[config.mk]
export PLATFORM = sky130hd
export DESIGN_NAME = iob_mtimer_flat
export DESIGN_NICKNAME = d
export VERILOG_FILES = /design/src/rtl/iob_mtimer_if.sv /design/src/rtl/iob_mtimer.sv /design/src/flat_wrapper.sv
export SDC_FILE = /design/constraint.sdc
export NUM_CORES = 1
export LEC_CHECK = 0
export ABC_CLOCK_PERIOD_IN_PS = 5200
export BUFFER_PORTS_ARGS = -buffer_cell sky130_fd_sc_hd__buf_2
export CORE_ASPECT_RATIO = 1.2
export CORE_MARGIN = 4
export CORE_UTILIZATION = 27
export DETAILED_ROUTE_END_ITERATION = 10
export GPL_ROUTABILITY_DRIVEN = 1
export PLACE_DENSITY_LB_ADDON = 0.05
export SKIP_CTS_REPAIR_TIMING = 1
export SLEW_MARGIN = 20
export SYNTH_ARGS = -nofsm -noshare
export SYNTH_HDL_FRONTEND = slang
export SYNTH_SLANG_ARGS = --single-unit
[constraint.sdc]
create_clock -name clk_i -period 5.2 [get_ports clk_i]
set_clock_uncertainty 0.2 [all_clocks]
set_input_delay 0 -clock clk_i [delete_from_list [all_inputs] [get_ports clk_i]]
set_output_delay 0 -clock clk_i [all_outputs]
set_load 0.03 [all_outputs]
[src/rtl/iob_mtimer_if.sv]
// IOb request/response bundle between an initiator (master) and the machine timer (slave).
// ready is held high by the responder; a request is accepted on any edge where avalid & ready.
interface iob_mtimer_if #(
    parameter int DATA_W = 32,
    parameter int ADDR_W = 5
);
    logic                  avalid;
    logic [ADDR_W-1:0]     addr;
    logic [DATA_W-1:0]     wdata;
    logic [DATA_W/8-1:0]   wstrb;
    logic                  rvalid;
    logic [DATA_W-1:0]     rdata;
    logic                  ready;

    modport master (
        output avalid, addr, wdata, wstrb,
        input  rvalid, rdata, ready
    );

    modport slave (
        input  avalid, addr, wdata, wstrb,
        output rvalid, rdata, ready
    );
endinterface

[src/rtl/iob_mtimer.sv]
// Single-hart RISC-V machine timer (mtime/mtimecmp/mtip) behind an IOb responder port.
// Optional IOB_MTIMER_SNAPSHOT_EN: reading MTIME_LO latches mtime[63:32] for a tear-free MTIME_HI read.
module iob_mtimer #(
    parameter int DATA_W = 32,
    parameter int ADDR_W = 5
) (
    input  logic        clk_i,
    input  logic        arst_i,
    input  logic        rtc_i,
    iob_mtimer_if.slave iob,
    output logic        mtip_o
);
    localparam logic [2:0] REG_CMP_LO  = 3'd0;
    localparam logic [2:0] REG_CMP_HI  = 3'd1;
    localparam logic [2:0] REG_TIME_LO = 3'd2;
    localparam logic [2:0] REG_TIME_HI = 3'd3;
    localparam logic [2:0] REG_CTRL    = 3'd4;

    logic [63:0]       mtime, mtime_nxt;
    logic [63:0]       mtimecmp, mtimecmp_nxt;
    logic              en, en_nxt;
    logic              ready, rvalid, mtip;
    logic [DATA_W-1:0] rdata, rd_mux;
    logic              rtc_s1, rtc_s2, rtc_s3, tick;
    logic [2:0]        sel;
    logic              acc, rd_acc, wr_acc;
    logic              unused_addr;

    assign sel         = iob.addr[4:2];
    assign unused_addr = ^iob.addr[1:0];
    assign acc         = iob.avalid & ready;
    assign rd_acc      = acc & (iob.wstrb == '0);
    assign wr_acc      = acc & (iob.wstrb != '0);
    assign tick        = rtc_s2 & ~rtc_s3;

    function automatic logic [DATA_W-1:0] merge(input logic [DATA_W-1:0] old,
                                                input logic [DATA_W-1:0] wd,
                                                input logic [DATA_W/8-1:0] strb);
        merge = old;
        for (int i = 0; i < DATA_W/8; i++) begin
            if (strb[i]) merge[8*i +: 8] = wd[8*i +: 8];
        end
    endfunction

`ifdef IOB_MTIMER_SNAPSHOT_EN
    logic [31:0] shadow;

    always_ff @(posedge clk_i or posedge arst_i) begin
        if (arst_i) begin
            shadow <= '0;
        end else if (rd_acc && sel == REG_TIME_LO) begin
            shadow <= mtime[63:32];
        end
    end
`endif

    // A bus write to either mtime half replaces the whole increment for that cycle.
    always_comb begin
        mtime_nxt    = (tick & en) ? mtime + 64'd1 : mtime;
        mtimecmp_nxt = mtimecmp;
        en_nxt       = en;
        if (wr_acc) begin
            case (sel)
                REG_CMP_LO:  mtimecmp_nxt[31:0]  = merge(mtimecmp[31:0], iob.wdata, iob.wstrb);
                REG_CMP_HI:  mtimecmp_nxt[63:32] = merge(mtimecmp[63:32], iob.wdata, iob.wstrb);
                REG_TIME_LO: mtime_nxt = {mtime[63:32], merge(mtime[31:0], iob.wdata, iob.wstrb)};
                REG_TIME_HI: mtime_nxt = {merge(mtime[63:32], iob.wdata, iob.wstrb), mtime[31:0]};
                REG_CTRL:    if (iob.wstrb[0]) en_nxt = iob.wdata[0];
                default:     ;
            endcase
        end
    end

    always_comb begin
        rd_mux = '0;
        case (sel)
            REG_CMP_LO:  rd_mux = mtimecmp[31:0];
            REG_CMP_HI:  rd_mux = mtimecmp[63:32];
            REG_TIME_LO: rd_mux = mtime[31:0];
`ifdef IOB_MTIMER_SNAPSHOT_EN
            REG_TIME_HI: rd_mux = shadow;
`else
            REG_TIME_HI: rd_mux = mtime[63:32];
`endif
            REG_CTRL:    rd_mux = {{(DATA_W-1){1'b0}}, en};
            default:     rd_mux = '0;
        endcase
    end

    always_ff @(posedge clk_i or posedge arst_i) begin
        if (arst_i) begin
            mtime    <= '0;
            mtimecmp <= '1;
            en       <= 1'b1;
            mtip     <= 1'b0;
            ready    <= 1'b0;
            rvalid   <= 1'b0;
            rdata    <= '0;
            rtc_s1   <= 1'b0;
            rtc_s2   <= 1'b0;
            rtc_s3   <= 1'b0;
        end else begin
            mtime    <= mtime_nxt;
            mtimecmp <= mtimecmp_nxt;
            en       <= en_nxt;
            mtip     <= (mtime >= mtimecmp);
            ready    <= 1'b1;
            rvalid   <= rd_acc;
            if (rd_acc) rdata <= rd_mux;
            rtc_s1   <= rtc_i;
            rtc_s2   <= rtc_s1;
            rtc_s3   <= rtc_s2;
        end
    end

    assign iob.ready  = ready;
    assign iob.rvalid = rvalid;
    assign iob.rdata  = rdata;
    assign mtip_o     = mtip;
endmodule

[src/flat_wrapper.sv]
// flat-port wrapper written by rule: the top's interface ports become plain ports
module iob_mtimer_flat 
#(
    parameter int DATA_W = 32,
    parameter int ADDR_W = 5
)
  (clk_i, arst_i, rtc_i, mtip_o, iob_avalid, iob_addr, iob_wdata, iob_wstrb, iob_rvalid, iob_rdata, iob_ready);
  iob_mtimer_if #(.DATA_W(DATA_W), .ADDR_W(ADDR_W)) iob_i ();
  input  logic clk_i;
  input  logic arst_i;
  input  logic rtc_i;
  output logic mtip_o;
  input wire logic [$bits(iob_i.avalid)-1:0] iob_avalid;
  input wire logic [$bits(iob_i.addr)-1:0] iob_addr;
  input wire logic [$bits(iob_i.wdata)-1:0] iob_wdata;
  input wire logic [$bits(iob_i.wstrb)-1:0] iob_wstrb;
  output wire logic [$bits(iob_i.rvalid)-1:0] iob_rvalid;
  output wire logic [$bits(iob_i.rdata)-1:0] iob_rdata;
  output wire logic [$bits(iob_i.ready)-1:0] iob_ready;
  assign iob_i.avalid = iob_avalid;
  assign iob_i.addr = iob_addr;
  assign iob_i.wdata = iob_wdata;
  assign iob_i.wstrb = iob_wstrb;
  assign iob_rvalid = iob_i.rvalid;
  assign iob_rdata = iob_i.rdata;
  assign iob_ready = iob_i.ready;
  iob_mtimer #(.DATA_W(DATA_W), .ADDR_W(ADDR_W)) u_core (.clk_i(clk_i), .arst_i(arst_i), .rtc_i(rtc_i), .iob(iob_i), .mtip_o(mtip_o));
endmodule
==> Yosys cells after proc, flatten, opt, wreduce, memory -nomap -nowiden <==
Cells that the tools add are included.
Widths: inputs -> output; s select.
{ "totals": {"regBits": 167, "input_bits": 45, "output_inout_bits": 35, "wordCells": 74} }
{ "classes": {"addsub": 1, "n_lt_le_gt_ge": 1, "eq_ne": 14, "n_mux": 8, "n_bitwise": 6, "reduce_logical": 20} }
{ "ops": {"columns": ["op", "count"], "rows": [
  ["$pmux 32 s5", 1],
  ["$mux 64", 2],
  ["$pmux 64 s2", 1],
  ["$add 64x1->64 const B", 1],
  ["$ge 64x64->1", 1],
  ["$mux 8", 4],
  ["$reduce_and 3->1", 9],
  ["$ne 3x3->1 const B", 8],
  ["$reduce_and 2->1", 8],
  ["$eq 3x2->1 const B", 2],
  ["$and 1x1->1", 5],
  ["$logic_not 4->1", 1],
  ["$ne 2x2->1 const B", 2],
  ["$reduce_bool 4->1", 1],
  ["$eq 3x1->1 const B", 1],
  ["$eq 3x3->1 const B", 1],
  ["$logic_not 3->1", 1],
  ["$not 1->1", 1]
]} }

==> Logic depth before layout (Yosys ltp) <==
Gate-level depths: netlist of the first run.
{ "depth": {"depth_word": 6, "mapped_depth": 9, "mapped_depth_nobuf": 8} }

==> Least setup slack after synthesis of the first run <==
OpenSTA, ideal clock, no wires.
{ "synth_timing": {"path_type": "flip-flop to flip-flop", "start": "reg u_core.mtime[12]", "end": "reg u_core.mtime[47]", "setup_ns": 0.119, "arrival_time_ns": 2.123, "slack_ns": 2.758, "path_stages_with_launch": 9, "n_path_buf": 2, "cell_sequence": "dfrtp_1 -> clkbuf_2 -> and4_4 -> nand4_4 -> or4_4 -> buf_6 -> nor4_1 -> a21oi_1 -> o21a_1"} }
{ "synth_between": {"elab_chain_len": 4} }
{ "synth_lines": {"columns": ["item", "line", "source"], "rows": [
  ["start: declaration", "iob_mtimer.sv:19", "logic [63:0] mtime, mtime_nxt;"],
  ["start signal: assignment", "iob_mtimer.sv:103", "mtime <= mtime_nxt;"],
  ["$add 64x1->64 *", "iob_mtimer.sv:59", "mtime_nxt = (tick & en) ? mtime + 64'd1 : mtime;"],
  ["$mux 64 *", "iob_mtimer.sv:59", null],
  ["$pmux 64 s2", "iob_mtimer.sv:63", "case (sel)"],
  ["$mux 64 *", "iob_mtimer.sv:62", "if (wr_acc) begin"]
]} }
Mark *: on every way between the ends. The rest lies on a longest branch, timed or not.
A chain may end at the register's enable or synchronous reset.

==> Final worst setup path of the first run <==
{ "layout_timing": {"start": "in iob_wstrb[3]", "end": "reg u_core.mtime[58]"} }
{ "layout_between": {"elab_chain_len": 4, "word_cells_on_any_way": 6, "cone_classes": "eq/ne (2); mux (1); bitwise (1); reduce/logical (2)"} }
{ "layout_lines": {"columns": ["item", "line", "source"], "rows": [
  ["start: declaration", "flat_wrapper.sv:16", "input wire logic [$bits(iob_i.wstrb)-1:0] iob_wstrb;"],
  ["$reduce_bool 4->1", "iob_mtimer.sv:33", "assign wr_acc = acc & (iob.wstrb != '0);"],
  ["$and 1x1->1", "iob_mtimer.sv:33", null],
  ["$ne 3x3->1 (no source line) / $ne 2x2->1 (equally long branches)", null, null],
  ["$reduce_and 2->1 (no source line)", null, null]
]} }
Parallel ways exist; a longest one is shown, timed or not.

==> metrics.cfg, run 1 <==
[power]
p_int_uw = 2910
vdd_drop_max_v = 0.000249
p_per_area_nw_per_um2 = 360
p_comb_frac = 0.248
power_uw = 4460
switching_share = 0.348
clkPwrFrac = 0.317
switchingPower_uw = 1560
seq_power_share = 0.435
leakage_uw = 0.00514

[timing]
setup_viol_count_final = 0
max_freq_mhz = 294
slew_headroom = 0.247
setup_tns_ns = 0
max_slew.worst_pin.slew_ns = 1.12
period_needed_ns = 3.40
hold_violations = 0
fin_crit_sh = 0.653
maxSlewViolCount = 0
rsz0062_at_grt = false

[cts]
cts_root_buf = clkbuf_16
clkLatencyLatePin_ns = 0.46
cts_sinks = 167
clockBufferDepth = 2
cts_buffers = 17
htreeDepth = 4
cts.clk_slew.worst_paths_ns = 0.07
cts_tree = done

[final_layout]
area_growth_pct = 19.6
final_cells = 1710
drive_gt1_frac = 0.221
nNetsFinal = 1326

[global_route]
antenna_found_initial = 0
track_usage = 0.201
first_global_vias = 9343
grt_start_max_net_pins = 91
grt_pass1_wl_um = 62700
grt-ovfl-total = 0

[die]
die_h_um = 223
initial_core_util = 0.274
io_pins = 80
fp.dieArea_um2 = 41700
fp.dieW_um = 187
core_area_um2 = 37900
rows = 78

[setup_path]
critPathMaxFanout = 40
cp.required_ns = 5.38
end_kind = flip-flop
crit_path_start_kind = primary input
worstSetupPathType = primary input to flip-flop
arrival_ns = 3.57

[yosys]
synth-main-ff-cell = dfrtp_1
yosysTopAreaCell = dfrtp_1
netlist_instances = 1105
synth_edf_count = 0
yosys-top-cells-count = nand2_1, dfrtp_1, o21ai_0
synth.distinct_cells = 68
synth.yosys.seq_area_share = 0.410
synth_top_area_frac = 0.246
synth_warnings = 0
synth_seq_cells = 167
synthesis.nets = 1215
syn_avg_cell_area_um2 = 9.40
synth_async_sr_flop_share = 1.00
synth.most_common_cell = nand2_1
synth_area_leaders = dfrtp_1, dfstp_2, ha_1
netlist_area_um2 = 10400

[run]
max-cap-violations = 0

[run_status]
status = completed

[route]
postRouteAntennaNets = 0
avgViaCountPerCell = 5.46
drt_first_pass_iters = 5
drc = 0
first_iter_violations = 629
vias = 9332
drt-total-wl_um = 42000
wire_per_inst_um = 24.5

[place]
gp_congestion = 0.837
dpl.hpwl_um = 30500
io_buffers = 77
place_inst = 1634

[min_path]
hold_path_class = primary input to asynchronous set/reset pin

-- final cells by class --
class	instances	area [um2]
fillers	3998	25500
multi-input cells	813	5670
flip-flops and latches	167	4260
repair buffers	138	951
well taps	480	601
clock buffers	20	457
inverters	79	304
clock inverters	12	175
diodes	1	2.50
-- through the flow --
stage          hold slack, ns   util  setup slack [ns]  cell area [um2]
4_1_cts                -0.586  0.316              1.98            12000
3_5_place_dp          -0.0907  0.300              1.62            11300
6_report              0.00913  0.328              1.80            12400
5_1_grt                0.0699  0.328              1.64            12400
2_1_floorplan          -0.169      -             0.589            10400
3_3_place_gp          -0.0924  0.300              1.64            11300
-- sequential cells by signal (all words and copies together) (netlist names) --
| name | cells |
|---|---|
| u_core.mtime | 64 |
| u_core.mtimecmp | 64 |
| u_core.iob.rdata | 32 |
| u_core.en | 1 |
| u_core.iob.ready | 1 |
| u_core.iob.rvalid | 1 |
| u_core.mtip_o | 1 |
| u_core.rtc_s1 | 1 |
| u_core.rtc_s2 | 1 |
| u_core.rtc_s3 | 1 |
-- logic make-up (layout without fill, tap and decap cells) --
group,Yosys count,count (layout),share of synthesized area
xor gates and xnor gates,6,6,0.00506
AOI/OAI and AO/OA,305,305,0.193
and+or+nand+nor,368,368,0.178
muxes,68,68,0.0869
DFF,167,167,0.410
adders and majority gates,65,65,0.0783
other,1,2,0.000361
buffers and inverters,125,249,0.0472
-- power groups by stage --
stage / registers [uW] / clock network [uW] / logic (uW)
floorplan: 1860 / 0 / 726
global placement: 1960 / 0 / 1080
detailed placement: 1960 / 0 / 1090
CTS: 1940 / 1460 / 1100
global route: 1980 / 1500 / 1260
finish: 1940 / 1420 / 1110
-- per-layer routing --
| metal | GRT usage | wire, um | share of wire |
|---|---|---|---|
| met5 | 0 | 0 | 0 |
| met1 | 0.260 | 19000 | 0.45 |
| met2 | 0.348 | 20700 | 0.49 |
| met4 | 0.0608 | 898 | 0.021 |
| met3 | 0.0324 | 1380 | 0.033 |
-- worst paths after layout --
kind                            slack, ns                               end                          from  cells after the start
worst max-delay path                 1.80      u_core.mtime[58]$_DFFE_PP0P_                  iob_wstrb[3]                      9
worst min register to register       0.15           u_core.rtc_s2$_DFF_PP0_       u_core.rtc_s1$_DFF_PP0_                      0
min in group clk_i                   0.08       u_core.mtime[6]$_DFFE_PP0P_                   iob_addr[2]                      5
worst max register to register       1.98      u_core.mtime[47]$_DFFE_PP0P_  u_core.mtime[24]$_DFFE_PP0P_                      6
worst min-delay path                0.009  u_core.iob.rdata[26]$_DFFE_PP0P_                        arst_i                      3
max in group asynchronous            3.74   u_core.mtimecmp[42]$_DFFE_PP1P_                        arst_i                      4
-- worst max-delay path, cell delays in order --
cell and delay (ns):
dlygate4sd3_1 0.52, buf_2 0.22, nor4_1 0.78, or3_2 0.85, buf_4 0.37, a21oi_1 0.17
nor4_1 0.33, a211oi_1 0.12, nor3_1 0.15
-- layout by cell type, fill, tap and decap left out, types with 31 or more instances in the layout --
cell,synthesis,routed
nor2_1,51,51
nor3_1,35,32
o21ai_0,90,90
dlygate4sd3_1,0,43
dfstp_2,65,65
ha_1,65,65
dfrtp_1,102,102
nand4_1,37,37
nand2_1,138,137
buf_2,6,77
mux2_2,47,47
a22o_1,31,31
inv_1,78,77
a21oi_1,62,62
Power figures use the tool's default switching activity.
==> run 2, diff against run 1 <==
ABC_CLOCK_PERIOD_IN_PS = 3200   (was 5200)
clock period = 3.2 ns   (was 5.2 ns; I/O delays follow)
==> metrics.cfg, run 2 (synthesis gave the netlist of run 1 again) <==
[setup_path]
path_buf_inv = 0  ; was 3
worstSetupPathType = flip-flop to flip-flop  ; was primary input to flip-flop
worstPathCellList = and4_1, nand3_1, or4_4, nor4_2, a21oi_1, o211a_1  ; was dlygate4sd3_1, buf_2, nor4_1, or3_2, buf_4, a21oi_1, nor4_1, a211oi_1, nor3_1
cp.required_ns = 3.35  ; was 5.38 ns
critPathMaxFanout = 13  ; was 40
worst_path_max_delay_cell = or4_4  ; was or3_2
path_delay_family = simple AND/OR/NAND/NOR gates  ; unchanged
end_kind = flip-flop  ; unchanged
arrival_ns = 2.91  ; was 3.57 ns
cp_slowest_stage_delay_ns = 0.68  ; was 0.85 ns
crit_path_start_kind = flip-flop  ; was primary input

[route]
first_iter_violations = 517  ; was 629
drt_first_pass_iters = 5  ; unchanged
avgViaCountPerCell = 5.29  ; was 5.46
vias = 9366  ; was 9332
wire_per_inst_um = 23.8  ; was 24.5 um
postRouteAntennaNets = 0  ; unchanged
drt-total-wl_um = 42200  ; was 42000 um
drc = 0  ; unchanged

[place]
io_buffers = 77  ; unchanged
place_inst = 1698  ; was 1634
dpl.hpwl_um = 32100  ; was 30500 um
gp_congestion = 0.822  ; was 0.837

[die]
initial_core_util = 0.274  ; unchanged
fp.dieArea_um2 = 41700  ; unchanged
rows = 78  ; unchanged
die_h_um = 223  ; unchanged
core_area_um2 = 37900  ; unchanged
io_pins = 80  ; unchanged
fp.dieW_um = 187  ; unchanged

[timing]
rsz0062_at_grt = false  ; unchanged
max_freq_mhz = 361
whs_ns = -0.00199  ; was 0.00913 ns
setup_tns_ns = 0  ; unchanged
max_slew.worst_pin.slew_ns = 1.01  ; was 1.12 ns
fin_crit_sh = 0.865
maxSlewViolCount = 0  ; unchanged
setup_viol_count_final = 0  ; unchanged
slew_headroom = 0.322  ; was 0.247
period_needed_ns = 2.77
hold_violations = 9  ; was 0

[cts]
cts.clk_slew.worst_paths_ns = 0.07  ; about the same
cts_sinks = 167  ; unchanged
cts_buffers = 17  ; unchanged
clkLatencyLatePin_ns = 0.45  ; was 0.46 ns
cts_tree = done  ; unchanged
htreeDepth = 4  ; unchanged
clockBufferDepth = 2  ; unchanged
cts_root_buf = clkbuf_16  ; unchanged

[min_path]
hold_path_class = primary input to asynchronous set/reset pin  ; unchanged

[global_route]
track_usage = 0.203  ; was 0.201
use_met2 = 0.348  ; unchanged
grt_pass1_wl_um = 63600  ; was 62700 um
met1_usage = 0.270  ; was 0.260
grtUsageMet3 = 0.0261  ; was 0.0324
top_usage_layer = met2  ; unchanged
first_global_vias = 9524  ; was 9343
antenna_found_initial = 1  ; was 0
grt-ovfl-total = 0  ; unchanged
grt_start_max_net_pins = 63  ; was 91

[power]
vdd_drop_max_v = 0.000381  ; was 0.000249 V
p_per_area_nw_per_um2 = 569  ; was 360 nW/um2
leakage_uw = 0.00546  ; was 0.00514 uW

[final_layout]
n_fill_cell = 3980  ; was 3998
antenna_cells = 0  ; was 1
final_cells = 1771  ; was 1710
reg_top3 = u_core.mtime x64, u_core.mtimecmp x64, u_core.iob.rdata x32  ; unchanged
post-route-util = 0.341  ; was 0.328
layout_common_cells = nand2_1, dfrtp_1, o21ai_0  ; unchanged
area_growth_pct = 24.5  ; was 19.6%
drive_gt1_frac = 0.260  ; was 0.221
layout_commonest_cell = nand2_1  ; unchanged
nNetsFinal = 1388  ; was 1326

[run]
max-cap-violations = 0  ; unchanged

[run_status]
status = finished, violations left  ; was completed
violations = hold timing

-- run 2: cell types whose count changed in the layout (fill, tap and decap cells not counted), sizes merged, moves of 2 or more --
cell	change
dlygate4sd3	-2
clkinv	-3
clkinvlp	+3
buf	+64
-- run 2: worst register-to-register path: cells and delay by family (launching register included) --
family	cells	cell delay, ns
AO/OA/AOI/OAI	2	0.32
flip-flops	1	0.51
AND/OR/NAND/NOR	4	1.63
-- run 2: routing by layer --
metal  routed length [um]  up-vias
met2                20700      187
met1                19300     4660
li1                     -     4483
met5                    0        -
met3                 1240       36
met4                  935        0
-- run 2: worst paths after layout --
check                           cells past startpoint  slack [ns]                         start                         endpoint
worst max register to register                      6        0.43  u_core.mtime[21]$_DFFE_PP0P_     u_core.mtime[45]$_DFFE_PP0P_
worst min register to register                      0        0.15       u_core.rtc_s1$_DFF_PP0_          u_core.rtc_s2$_DFF_PP0_
worst min-delay path                                3      -0.002                        arst_i     u_core.mtime[31]$_DFFE_PP0P_
max in group asynchronous                           4        1.98                        arst_i  u_core.mtimecmp[42]$_DFFE_PP1P_
worst max-delay path                                6        0.43  u_core.mtime[21]$_DFFE_PP0P_     u_core.mtime[45]$_DFFE_PP0P_
min in group clk_i                                  4        0.05                    iob_avalid      u_core.iob.rvalid$_DFF_PP0_
-- run 2: report_power, final --
part           leakage, uW  total, uW  internal [uW]  switching (uW)
clock network     0.000298       2310           1370             944
registers          0.00197       3020           2610             416
logic              0.00319       2020            871            1150
-- run 2: final cells by class --
type                       count  area [um2]  area share
clock buffer                  21         470      0.0364
clock inverter                11         171      0.0133
inverter                      79         300      0.0232
multi-input combinational    813        5660       0.438
sequential                   167        4260       0.330
tap                          480         601      0.0465
timing repair buffer         200        1460       0.113
-- run 2: stage by stage --
stage               hold WS [ns]  worst slack, ns  total power (uW)  cell area (um2)
floorplan                 -0.169            0.758              4200            10400
global placement         -0.0906            0.472              5060            11900
detailed placement       -0.0907            0.473              5080            11900
CTS                       -0.582            0.439              7440            12500
global route              0.0563            0.312              7860            12900
finish                  -0.00199            0.433              7360            12900
